### config.mk
export PLATFORM = sky130hd
export DESIGN_NAME = s_axi_lite_registers_slave_flat
export DESIGN_NICKNAME = d
export VERILOG_FILES = /design/src/rtl/s_axi_lite_registers_slave_pkg.sv /design/src/rtl/s_axi_lite_registers_slave_if.sv /design/src/rtl/s_axi_lite_registers_slave.sv /design/src/flat_wrapper.sv
export SDC_FILE = /design/constraint.sdc
export NUM_CORES = 1
export LEC_CHECK = 0
export CAP_MARGIN = 15
export CELL_PAD_IN_SITES_DETAIL_PLACEMENT = 2
export CELL_PAD_IN_SITES_GLOBAL_PLACEMENT = 2
export CORE_UTILIZATION = 34
export CTS_CLUSTER_SIZE = 14
export DETAILED_ROUTE_END_ITERATION = 12
export PLACE_DENSITY = 0.94
export SKIP_CTS_REPAIR_TIMING = 1
export SYNTH_ARGS = -nofsm -noshare
export SYNTH_HDL_FRONTEND = slang
export SYNTH_SLANG_ARGS = --single-unit
### constraint.sdc
create_clock -name axi_aclk -period 16.45 [get_ports axi_aclk]
set_input_delay 2.4675 -clock axi_aclk [delete_from_list [all_inputs] [get_ports axi_aclk]]
set_output_delay 2.4675 -clock axi_aclk [all_outputs]
set_load 0.03 [all_outputs]
### src/rtl/s_axi_lite_registers_slave_pkg.sv
// Shared constants, types and helpers for the accelerator's
// AXI4-Lite configuration register slave.
package s_axi_lite_registers_slave_pkg;

    localparam int unsigned ADDR_OPERATION_MODE = 0;
    localparam int unsigned ADDR_BURST_SIZE     = 4;
    localparam int unsigned ADDR_TRANSFER_SIZE  = 8;
    localparam int unsigned ADDR_WRITE_ADDRESS  = 12;
    localparam int unsigned ADDR_READ_ADDRESS   = 16;
    localparam int unsigned ADDR_STATUS         = 20;

    localparam int unsigned NUM_RW_REGS = 5;

    localparam logic [1:0] RESP_OKAY   = 2'b00;
    localparam logic [1:0] RESP_SLVERR = 2'b10;

    typedef enum logic [31:0] {
        SEPARATE  = 32'd0,
        MIX       = 32'd1,
        FULLY_MIX = 32'd2
    } op_mode_e;

    typedef enum logic {
        R_IDLE,
        R_DATA
    } rd_state_e;

    function automatic logic [31:0] strb_merge(
        input logic [31:0] old_v,
        input logic [31:0] new_v,
        input logic [3:0]  strb
    );
        logic [31:0] res;
        res = old_v;
        for (int b = 0; b < 4; b++) begin
            if (strb[b]) begin
                res[8*b +: 8] = new_v[8*b +: 8];
            end
        end
        return res;
    endfunction

endpackage

### src/rtl/s_axi_lite_registers_slave_if.sv
// AXI4-Lite bus bundle between the control master and the
// configuration register slave.
interface s_axi_lite_registers_slave_if #(
    parameter int ADDR_WIDTH = 8,
    parameter int DATA_WIDTH = 32
) ();
    logic [ADDR_WIDTH-1:0]   s_axi_awaddr;
    logic [2:0]              s_axi_awprot;
    logic                    s_axi_awvalid;
    logic                    s_axi_awready;
    logic [DATA_WIDTH-1:0]   s_axi_wdata;
    logic [DATA_WIDTH/8-1:0] s_axi_wstrb;
    logic                    s_axi_wvalid;
    logic                    s_axi_wready;
    logic [1:0]              s_axi_bresp;
    logic                    s_axi_bvalid;
    logic                    s_axi_bready;
    logic [ADDR_WIDTH-1:0]   s_axi_araddr;
    logic [2:0]              s_axi_arprot;
    logic                    s_axi_arvalid;
    logic                    s_axi_arready;
    logic [DATA_WIDTH-1:0]   s_axi_rdata;
    logic [1:0]              s_axi_rresp;
    logic                    s_axi_rvalid;
    logic                    s_axi_rready;

    modport master (
        output s_axi_awaddr, s_axi_awprot, s_axi_awvalid,
        input  s_axi_awready,
        output s_axi_wdata, s_axi_wstrb, s_axi_wvalid,
        input  s_axi_wready,
        input  s_axi_bresp, s_axi_bvalid,
        output s_axi_bready,
        output s_axi_araddr, s_axi_arprot, s_axi_arvalid,
        input  s_axi_arready,
        input  s_axi_rdata, s_axi_rresp, s_axi_rvalid,
        output s_axi_rready
    );

    modport slave (
        input  s_axi_awaddr, s_axi_awprot, s_axi_awvalid,
        output s_axi_awready,
        input  s_axi_wdata, s_axi_wstrb, s_axi_wvalid,
        output s_axi_wready,
        output s_axi_bresp, s_axi_bvalid,
        input  s_axi_bready,
        input  s_axi_araddr, s_axi_arprot, s_axi_arvalid,
        output s_axi_arready,
        output s_axi_rdata, s_axi_rresp, s_axi_rvalid,
        input  s_axi_rready
    );
endinterface

### src/rtl/s_axi_lite_registers_slave.sv
// AXI4-Lite configuration register slave for the accelerator core:
// five RW config words plus a read-only busy status word.
module s_axi_lite_registers_slave
    import s_axi_lite_registers_slave_pkg::*;
#(
    parameter int C_S_AXI_DATA_WIDTH = 32,
    parameter int C_S_AXI_ADDR_WIDTH = 8
) (
    input  logic        axi_aclk,
    input  logic        axi_areset,
    s_axi_lite_registers_slave_if.slave s_axi,
    input  logic        core_busy,
    output logic [31:0] operation_mode,
    output logic [31:0] burst_size,
    output logic [31:0] transfer_size,
    output logic [31:0] write_address,
    output logic [31:0] read_address
);
    localparam int AW = C_S_AXI_ADDR_WIDTH;

    // 0..4 select an RW register, 5 is STATUS, 7 is unmapped.
    function automatic logic [2:0] decode(input logic [AW-1:0] a);
        logic [AW-1:0] off;
        off = {a[AW-1:2], 2'b00};
        unique case (1'b1)
            (off == AW'(ADDR_OPERATION_MODE)): decode = 3'd0;
            (off == AW'(ADDR_BURST_SIZE)):     decode = 3'd1;
            (off == AW'(ADDR_TRANSFER_SIZE)):  decode = 3'd2;
            (off == AW'(ADDR_WRITE_ADDRESS)):  decode = 3'd3;
            (off == AW'(ADDR_READ_ADDRESS)):   decode = 3'd4;
            (off == AW'(ADDR_STATUS)):         decode = 3'd5;
            default:                           decode = 3'd7;
        endcase
    endfunction

    logic [31:0]   regs_q [NUM_RW_REGS];
    logic [31:0]   regs_d [NUM_RW_REGS];
    logic          aw_held_q, aw_held_d, w_held_q, w_held_d;
    logic          awready_q, awready_d, wready_q, wready_d;
    logic [AW-1:0] awaddr_q, awaddr_d;
    logic [31:0]   wdata_q, wdata_d;
    logic [3:0]    wstrb_q, wstrb_d;
    logic          bvalid_q, bvalid_d;
    logic [1:0]    bresp_q, bresp_d;
    logic          commit, wr_ok;
    logic [2:0]    wr_idx;

    always_comb begin
        regs_d    = regs_q;
        aw_held_d = aw_held_q;
        w_held_d  = w_held_q;
        awaddr_d  = awaddr_q;
        wdata_d   = wdata_q;
        wstrb_d   = wstrb_q;
        bvalid_d  = bvalid_q;
        bresp_d   = bresp_q;
        wr_idx    = decode(awaddr_q);
        commit    = aw_held_q & w_held_q & ~bvalid_q;
        wr_ok     = (wr_idx < 3'd5) & ~core_busy;
        if (s_axi.s_axi_awvalid && awready_q) begin
            aw_held_d = 1'b1;
            awaddr_d  = s_axi.s_axi_awaddr;
        end
        if (s_axi.s_axi_wvalid && wready_q) begin
            w_held_d = 1'b1;
            wdata_d  = s_axi.s_axi_wdata;
            wstrb_d  = s_axi.s_axi_wstrb;
        end
        if (bvalid_q && s_axi.s_axi_bready) begin
            bvalid_d = 1'b0;
        end
        if (commit) begin
            aw_held_d = 1'b0;
            w_held_d  = 1'b0;
            bvalid_d  = 1'b1;
            bresp_d   = wr_ok ? RESP_OKAY : RESP_SLVERR;
            if (wr_ok) begin
                regs_d[wr_idx] = strb_merge(regs_q[wr_idx], wdata_q, wstrb_q);
            end
        end
        awready_d = ~aw_held_d;
        wready_d  = ~w_held_d;
    end

    always_ff @(posedge axi_aclk or posedge axi_areset) begin
        if (axi_areset) begin
            for (int i = 0; i < NUM_RW_REGS; i++) regs_q[i] <= '0;
            aw_held_q <= 1'b0;
            w_held_q  <= 1'b0;
            awready_q <= 1'b0;
            wready_q  <= 1'b0;
            awaddr_q  <= '0;
            wdata_q   <= '0;
            wstrb_q   <= '0;
            bvalid_q  <= 1'b0;
            bresp_q   <= RESP_OKAY;
        end else begin
            regs_q    <= regs_d;
            aw_held_q <= aw_held_d;
            w_held_q  <= w_held_d;
            awready_q <= awready_d;
            wready_q  <= wready_d;
            awaddr_q  <= awaddr_d;
            wdata_q   <= wdata_d;
            wstrb_q   <= wstrb_d;
            bvalid_q  <= bvalid_d;
            bresp_q   <= bresp_d;
        end
    end

    rd_state_e                     r_state_q, r_state_d;
    logic                          arready_q, arready_d;
    logic                          rvalid_q, rvalid_d;
    logic [1:0]                    rresp_q, rresp_d;
    logic [C_S_AXI_DATA_WIDTH-1:0] rdata_q, rdata_d;
    logic [2:0]                    rd_idx;
    logic [31:0]                   rd_val;
    logic                          rd_err;

    // Reads see pre-commit register contents on a coinciding edge.
    always_comb begin
        rd_idx = decode(s_axi.s_axi_araddr);
        rd_val = '0;
        rd_err = 1'b0;
        if (rd_idx < 3'd5) begin
            rd_val = regs_q[rd_idx];
        end else if (rd_idx == 3'd5) begin
            rd_val = {31'b0, core_busy};
        end else begin
            rd_err = 1'b1;
        end
    end

    always_comb begin
        r_state_d = r_state_q;
        arready_d = arready_q;
        rvalid_d  = rvalid_q;
        rresp_d   = rresp_q;
        rdata_d   = rdata_q;
        unique case (r_state_q)
            R_IDLE: begin
                arready_d = 1'b1;
                if (s_axi.s_axi_arvalid && arready_q) begin
                    arready_d = 1'b0;
                    rvalid_d  = 1'b1;
                    rdata_d   = rd_val;
                    rresp_d   = rd_err ? RESP_SLVERR : RESP_OKAY;
                    r_state_d = R_DATA;
                end
            end
            R_DATA: begin
                if (s_axi.s_axi_rready) begin
                    rvalid_d  = 1'b0;
                    arready_d = 1'b1;
                    r_state_d = R_IDLE;
                end
            end
            default: r_state_d = R_IDLE;
        endcase
    end

    always_ff @(posedge axi_aclk or posedge axi_areset) begin
        if (axi_areset) begin
            r_state_q <= R_IDLE;
            arready_q <= 1'b0;
            rvalid_q  <= 1'b0;
            rresp_q   <= RESP_OKAY;
            rdata_q   <= '0;
        end else begin
            r_state_q <= r_state_d;
            arready_q <= arready_d;
            rvalid_q  <= rvalid_d;
            rresp_q   <= rresp_d;
            rdata_q   <= rdata_d;
        end
    end

    logic unused_prot;
    assign unused_prot = ^{s_axi.s_axi_awprot, s_axi.s_axi_arprot};

    assign s_axi.s_axi_awready = awready_q;
    assign s_axi.s_axi_wready  = wready_q;
    assign s_axi.s_axi_bvalid  = bvalid_q;
    assign s_axi.s_axi_bresp   = bresp_q;
    assign s_axi.s_axi_arready = arready_q;
    assign s_axi.s_axi_rvalid  = rvalid_q;
    assign s_axi.s_axi_rresp   = rresp_q;
    assign s_axi.s_axi_rdata   = rdata_q;

    assign operation_mode = regs_q[0];
    assign burst_size     = regs_q[1];
    assign transfer_size  = regs_q[2];
    assign write_address  = regs_q[3];
    assign read_address   = regs_q[4];

endmodule

### src/flat_wrapper.sv
// flat-port wrapper written by rule: the top's interface ports become plain ports
module s_axi_lite_registers_slave_flat import s_axi_lite_registers_slave_pkg::*;
#(
    parameter int C_S_AXI_DATA_WIDTH = 32,
    parameter int C_S_AXI_ADDR_WIDTH = 8
)
  (axi_aclk, axi_areset, core_busy, operation_mode, burst_size, transfer_size, write_address, read_address, s_axi_s_axi_awaddr, s_axi_s_axi_awprot, s_axi_s_axi_awvalid, s_axi_s_axi_awready, s_axi_s_axi_wdata, s_axi_s_axi_wstrb, s_axi_s_axi_wvalid, s_axi_s_axi_wready, s_axi_s_axi_bresp, s_axi_s_axi_bvalid, s_axi_s_axi_bready, s_axi_s_axi_araddr, s_axi_s_axi_arprot, s_axi_s_axi_arvalid, s_axi_s_axi_arready, s_axi_s_axi_rdata, s_axi_s_axi_rresp, s_axi_s_axi_rvalid, s_axi_s_axi_rready);
  s_axi_lite_registers_slave_if #(.ADDR_WIDTH(8), .DATA_WIDTH(32)) s_axi_i ();
  input  logic axi_aclk;
  input  logic axi_areset;
  input  logic core_busy;
  output logic [31:0] operation_mode;
  output logic [31:0] burst_size;
  output logic [31:0] transfer_size;
  output logic [31:0] write_address;
  output logic [31:0] read_address;
  input wire logic [$bits(s_axi_i.s_axi_awaddr)-1:0] s_axi_s_axi_awaddr;
  input wire logic [$bits(s_axi_i.s_axi_awprot)-1:0] s_axi_s_axi_awprot;
  input wire logic [$bits(s_axi_i.s_axi_awvalid)-1:0] s_axi_s_axi_awvalid;
  output wire logic [$bits(s_axi_i.s_axi_awready)-1:0] s_axi_s_axi_awready;
  input wire logic [$bits(s_axi_i.s_axi_wdata)-1:0] s_axi_s_axi_wdata;
  input wire logic [$bits(s_axi_i.s_axi_wstrb)-1:0] s_axi_s_axi_wstrb;
  input wire logic [$bits(s_axi_i.s_axi_wvalid)-1:0] s_axi_s_axi_wvalid;
  output wire logic [$bits(s_axi_i.s_axi_wready)-1:0] s_axi_s_axi_wready;
  output wire logic [$bits(s_axi_i.s_axi_bresp)-1:0] s_axi_s_axi_bresp;
  output wire logic [$bits(s_axi_i.s_axi_bvalid)-1:0] s_axi_s_axi_bvalid;
  input wire logic [$bits(s_axi_i.s_axi_bready)-1:0] s_axi_s_axi_bready;
  input wire logic [$bits(s_axi_i.s_axi_araddr)-1:0] s_axi_s_axi_araddr;
  input wire logic [$bits(s_axi_i.s_axi_arprot)-1:0] s_axi_s_axi_arprot;
  input wire logic [$bits(s_axi_i.s_axi_arvalid)-1:0] s_axi_s_axi_arvalid;
  output wire logic [$bits(s_axi_i.s_axi_arready)-1:0] s_axi_s_axi_arready;
  output wire logic [$bits(s_axi_i.s_axi_rdata)-1:0] s_axi_s_axi_rdata;
  output wire logic [$bits(s_axi_i.s_axi_rresp)-1:0] s_axi_s_axi_rresp;
  output wire logic [$bits(s_axi_i.s_axi_rvalid)-1:0] s_axi_s_axi_rvalid;
  input wire logic [$bits(s_axi_i.s_axi_rready)-1:0] s_axi_s_axi_rready;
  assign s_axi_i.s_axi_awaddr = s_axi_s_axi_awaddr;
  assign s_axi_i.s_axi_awprot = s_axi_s_axi_awprot;
  assign s_axi_i.s_axi_awvalid = s_axi_s_axi_awvalid;
  assign s_axi_s_axi_awready = s_axi_i.s_axi_awready;
  assign s_axi_i.s_axi_wdata = s_axi_s_axi_wdata;
  assign s_axi_i.s_axi_wstrb = s_axi_s_axi_wstrb;
  assign s_axi_i.s_axi_wvalid = s_axi_s_axi_wvalid;
  assign s_axi_s_axi_wready = s_axi_i.s_axi_wready;
  assign s_axi_s_axi_bresp = s_axi_i.s_axi_bresp;
  assign s_axi_s_axi_bvalid = s_axi_i.s_axi_bvalid;
  assign s_axi_i.s_axi_bready = s_axi_s_axi_bready;
  assign s_axi_i.s_axi_araddr = s_axi_s_axi_araddr;
  assign s_axi_i.s_axi_arprot = s_axi_s_axi_arprot;
  assign s_axi_i.s_axi_arvalid = s_axi_s_axi_arvalid;
  assign s_axi_s_axi_arready = s_axi_i.s_axi_arready;
  assign s_axi_s_axi_rdata = s_axi_i.s_axi_rdata;
  assign s_axi_s_axi_rresp = s_axi_i.s_axi_rresp;
  assign s_axi_s_axi_rvalid = s_axi_i.s_axi_rvalid;
  assign s_axi_i.s_axi_rready = s_axi_s_axi_rready;
  s_axi_lite_registers_slave #(.C_S_AXI_DATA_WIDTH(C_S_AXI_DATA_WIDTH), .C_S_AXI_ADDR_WIDTH(C_S_AXI_ADDR_WIDTH)) u_core (.axi_aclk(axi_aclk), .axi_areset(axi_areset), .s_axi(s_axi_i), .core_busy(core_busy), .operation_mode(operation_mode), .burst_size(burst_size), .transfer_size(transfer_size), .write_address(write_address), .read_address(read_address));
endmodule
==> results.cfg <==
[run_status]
status = complete, no violations

[timing]
final.period_utilization = 0.311
setup_viol = 0
tightest_slew_ps = 1200
fin_tns_setup_ps = 0
final_hold_viol_count = 0
relSlewSlack = 0.202
finalMaxSlewViolations = 0
finClkSkew_ps = 13.6
fmax_mhz = 195
whs_ps = 503
fin_crit_ps = 5120
rsz0062_at_grt = no

[routing]
route.met2.wl_mm = 30.8
drc = 0
wirelength_mm = 62.6
met3_length_mm = 4.01
initialDrtViolationCount = 773
wl_met1_mm = 24.7
num_vias = 12800
ant_nets = 0
top_layer = met4
avgRoutedWirePerCell_um = 29.5
drt-pass1-iter-count = 5
viasPerCell = 6.05

[clock_network]
clkLatencyLatePin_ps = 550
cts-root-buf = clkbuf_16
cts.sinks = 244
clkSlewWorstSetupHoldPaths_ps = 60
cts_tree = built
numCtsBuffers = 29
cts_buffer_depth = 3
h-tree-depth = 1

[pwr]
leakage_uw = 0.00779
peakVddDrop_uv = 106
power_density_nw_per_um2 = 199

[setup_path]
critPathRequiredTime_ps = 16870
worst_r2r_endpoint = u_core.transfer_size[6]
path_class = primary input to register
crit_fanout = 17
r2r_start = u_core.awaddr_q[7]
crit_family = simple AND/OR/NAND/NOR gates
critical-path-slowest-cell = nand4_1
worstSetupStartpointType = primary input
rrSetupSlack_ps = 12450
timing.critical_path.buf_inv = 2
r2r_cells = 5
critPathArrivalTime_ps = 5540
critPathMaxStageDelay_ps = 970
crit_chain = clkdlybuf4s50_1 > nor4bb_1 > nand4_1 > buf_4 > nor2_1 > a21oi_1
endpoint_kind = register

[die]
fp.dieArea_um2 = 39700
coreArea_um2 = 38000
ios = 267
die_w_um = 199
core.rowCount = 71
start_util = 0.348
die_h_um = 199

[synthesis]
synth_edf_count = 0
avgSynthCellArea_um2 = 9.45
ys_warn_count = 0
ys.flop_type = dfrtp_1
ys_seq_area_frac = 0.462
synth_cells = 1400
synth_top_area_frac = 0.462
yosys.area.top_type = dfrtp_1
async_flop_share = 1.00
synth_area_leaders = dfrtp_1, nor2_1, a21oi_1, mux2i_1, o41ai_2
syn_area_um2 = 13200
ys_types = 49
yosys_register_bits = 244

[final_layout]
antennaDiodeCount = 0
layout_commonest_cell = clkdlybuf4s50_1
layout_common_cells = clkdlybuf4s50_1, nor2_1, dfrtp_1, a21oi_1, nand2_1
fin_util = 0.448
drive_above_1_share = 0.145
nets = 1657
area_delta_synth_final_pct = 28.6

[global_route]
grt_use_total = 0.317
grt_overflow = 0
grt_max_degree = 129
antenna_found_initial = 0
grt_pass1_vias = 14900
grt_pass1_wl_mm = 93.9

[place]
gp_congestion = 0.823
io_buffers = 254
hpwlAfterDp_mm = 38.6

[worst_hold_path]
holdPathEnd = u_core.s_axi.s_axi_rdata[0]
hold_start = u_core.s_axi.s_axi_rdata[0]
hold_path_depth = 1
hp-class = register to register

[run]
drv_cap = 0
[cell type report]
class                           count  area, µm²
Sequential cell                   244       6110
Clock inverter                      9       77.6
Inverter                          104        398
Timing Repair Buffer              282       2750
Multi-Input combinational cell    930       6180
Tap cell                          511        639
Fill cell                        4005      21000
Clock buffer                       42        855
[worst reg2reg max path: stages, from the launching register on]
cell,delay [ps]
dfrtp_2,390
buf_4,330
or4_2,1310
or4_2,1350
nor2_1,350
a21oi_1,130
[cell usage after synthesis (2+ instances only)]
| master | number |
|---|---|
| nor2_1 | 251 |
| dfrtp_1 | 244 |
| a21oi_1 | 170 |
| nand2_1 | 114 |
| inv_1 | 104 |
| clkbuf_1 | 81 |
| o21ai_0 | 53 |
| mux2i_1 | 51 |
| mux2_2 | 44 |
| a22oi_1 | 32 |
| o41ai_1 | 32 |
| o41ai_2 | 31 |
| o211ai_2 | 30 |
| o221ai_2 | 30 |
| buf_2 | 21 |
| o22ai_1 | 18 |
| a221o_1 | 17 |
| a211o_1 | 15 |
| buf_6 | 9 |
| buf_1 | 5 |
| buf_4 | 5 |
| or4_1 | 5 |
| nand4_1 | 3 |
| nor4_2 | 3 |
| nor4_4 | 3 |
| and2_1 | 2 |
| buf_8 | 2 |
| nand4b_1 | 2 |
| nor4_1 | 2 |
| o41a_1 | 2 |
[worst max path at each step]
stage                     depth (start not counted)                        to       start  slack (ps)
after floorplan                                   1          u_core.aw_held_q  axi_areset        7280
after global placement                            6  u_core.write_address[31]   core_busy       10880
final                                             6   u_core.write_address[6]   core_busy       11330
after CTS                                         6   u_core.write_address[6]   core_busy       11410
after detailed placement                          6   u_core.write_address[4]   core_busy       10840
after global routing                              6   u_core.write_address[6]   core_busy       11170
[cell families after synthesis]
group           Yosys count  synth area share
flops                   244             0.462
mux                      96            0.0769
compound gates          437             0.262
buf+inv                 227            0.0746
other cells               1          0.000283
simple gates            395             0.125
[layer usage]
metal,vias to the layer above,GRT usage
met5,-,0
met1,6658,0.384
met3,220,0.0489
li1,5341,-
met4,0,0.159
met2,619,0.544
[sequential cells by signal, summed over array words and instances, names as in the netlist, 4 cells and up]
name / flops
u_core.awaddr_q: 6
u_core.burst_size: 32
u_core.read_address: 32
u_core.operation_mode: 32
u_core.write_address: 32
u_core.wstrb_q: 4
u_core.s_axi.s_axi_rdata: 32
u_core.wdata_q: 32
u_core.transfer_size: 32
[metrics by stage]
stage	power (µW)	cell area (µm²)	cells	setup slack (ps)
6_report	3380	17000	2122	11330
3_3_place_gp	2590	16100	2071	10880
4_1_cts	3370	17000	2122	11410
2_1_floorplan	1990	13200	1401	7280
5_1_grt	3500	17000	2122	11170
3_5_place_dp	2700	16100	2071	10840
[where the power goes]
group | internal (µW) | total (µW) | switching [µW]
Clock | 373 | 642 | 269
Combinational | 567 | 1610 | 1040
Sequential | 813 | 1120 | 310
Total | 1750 | 3380 | 1620
(Power assumes the default switching activity.)
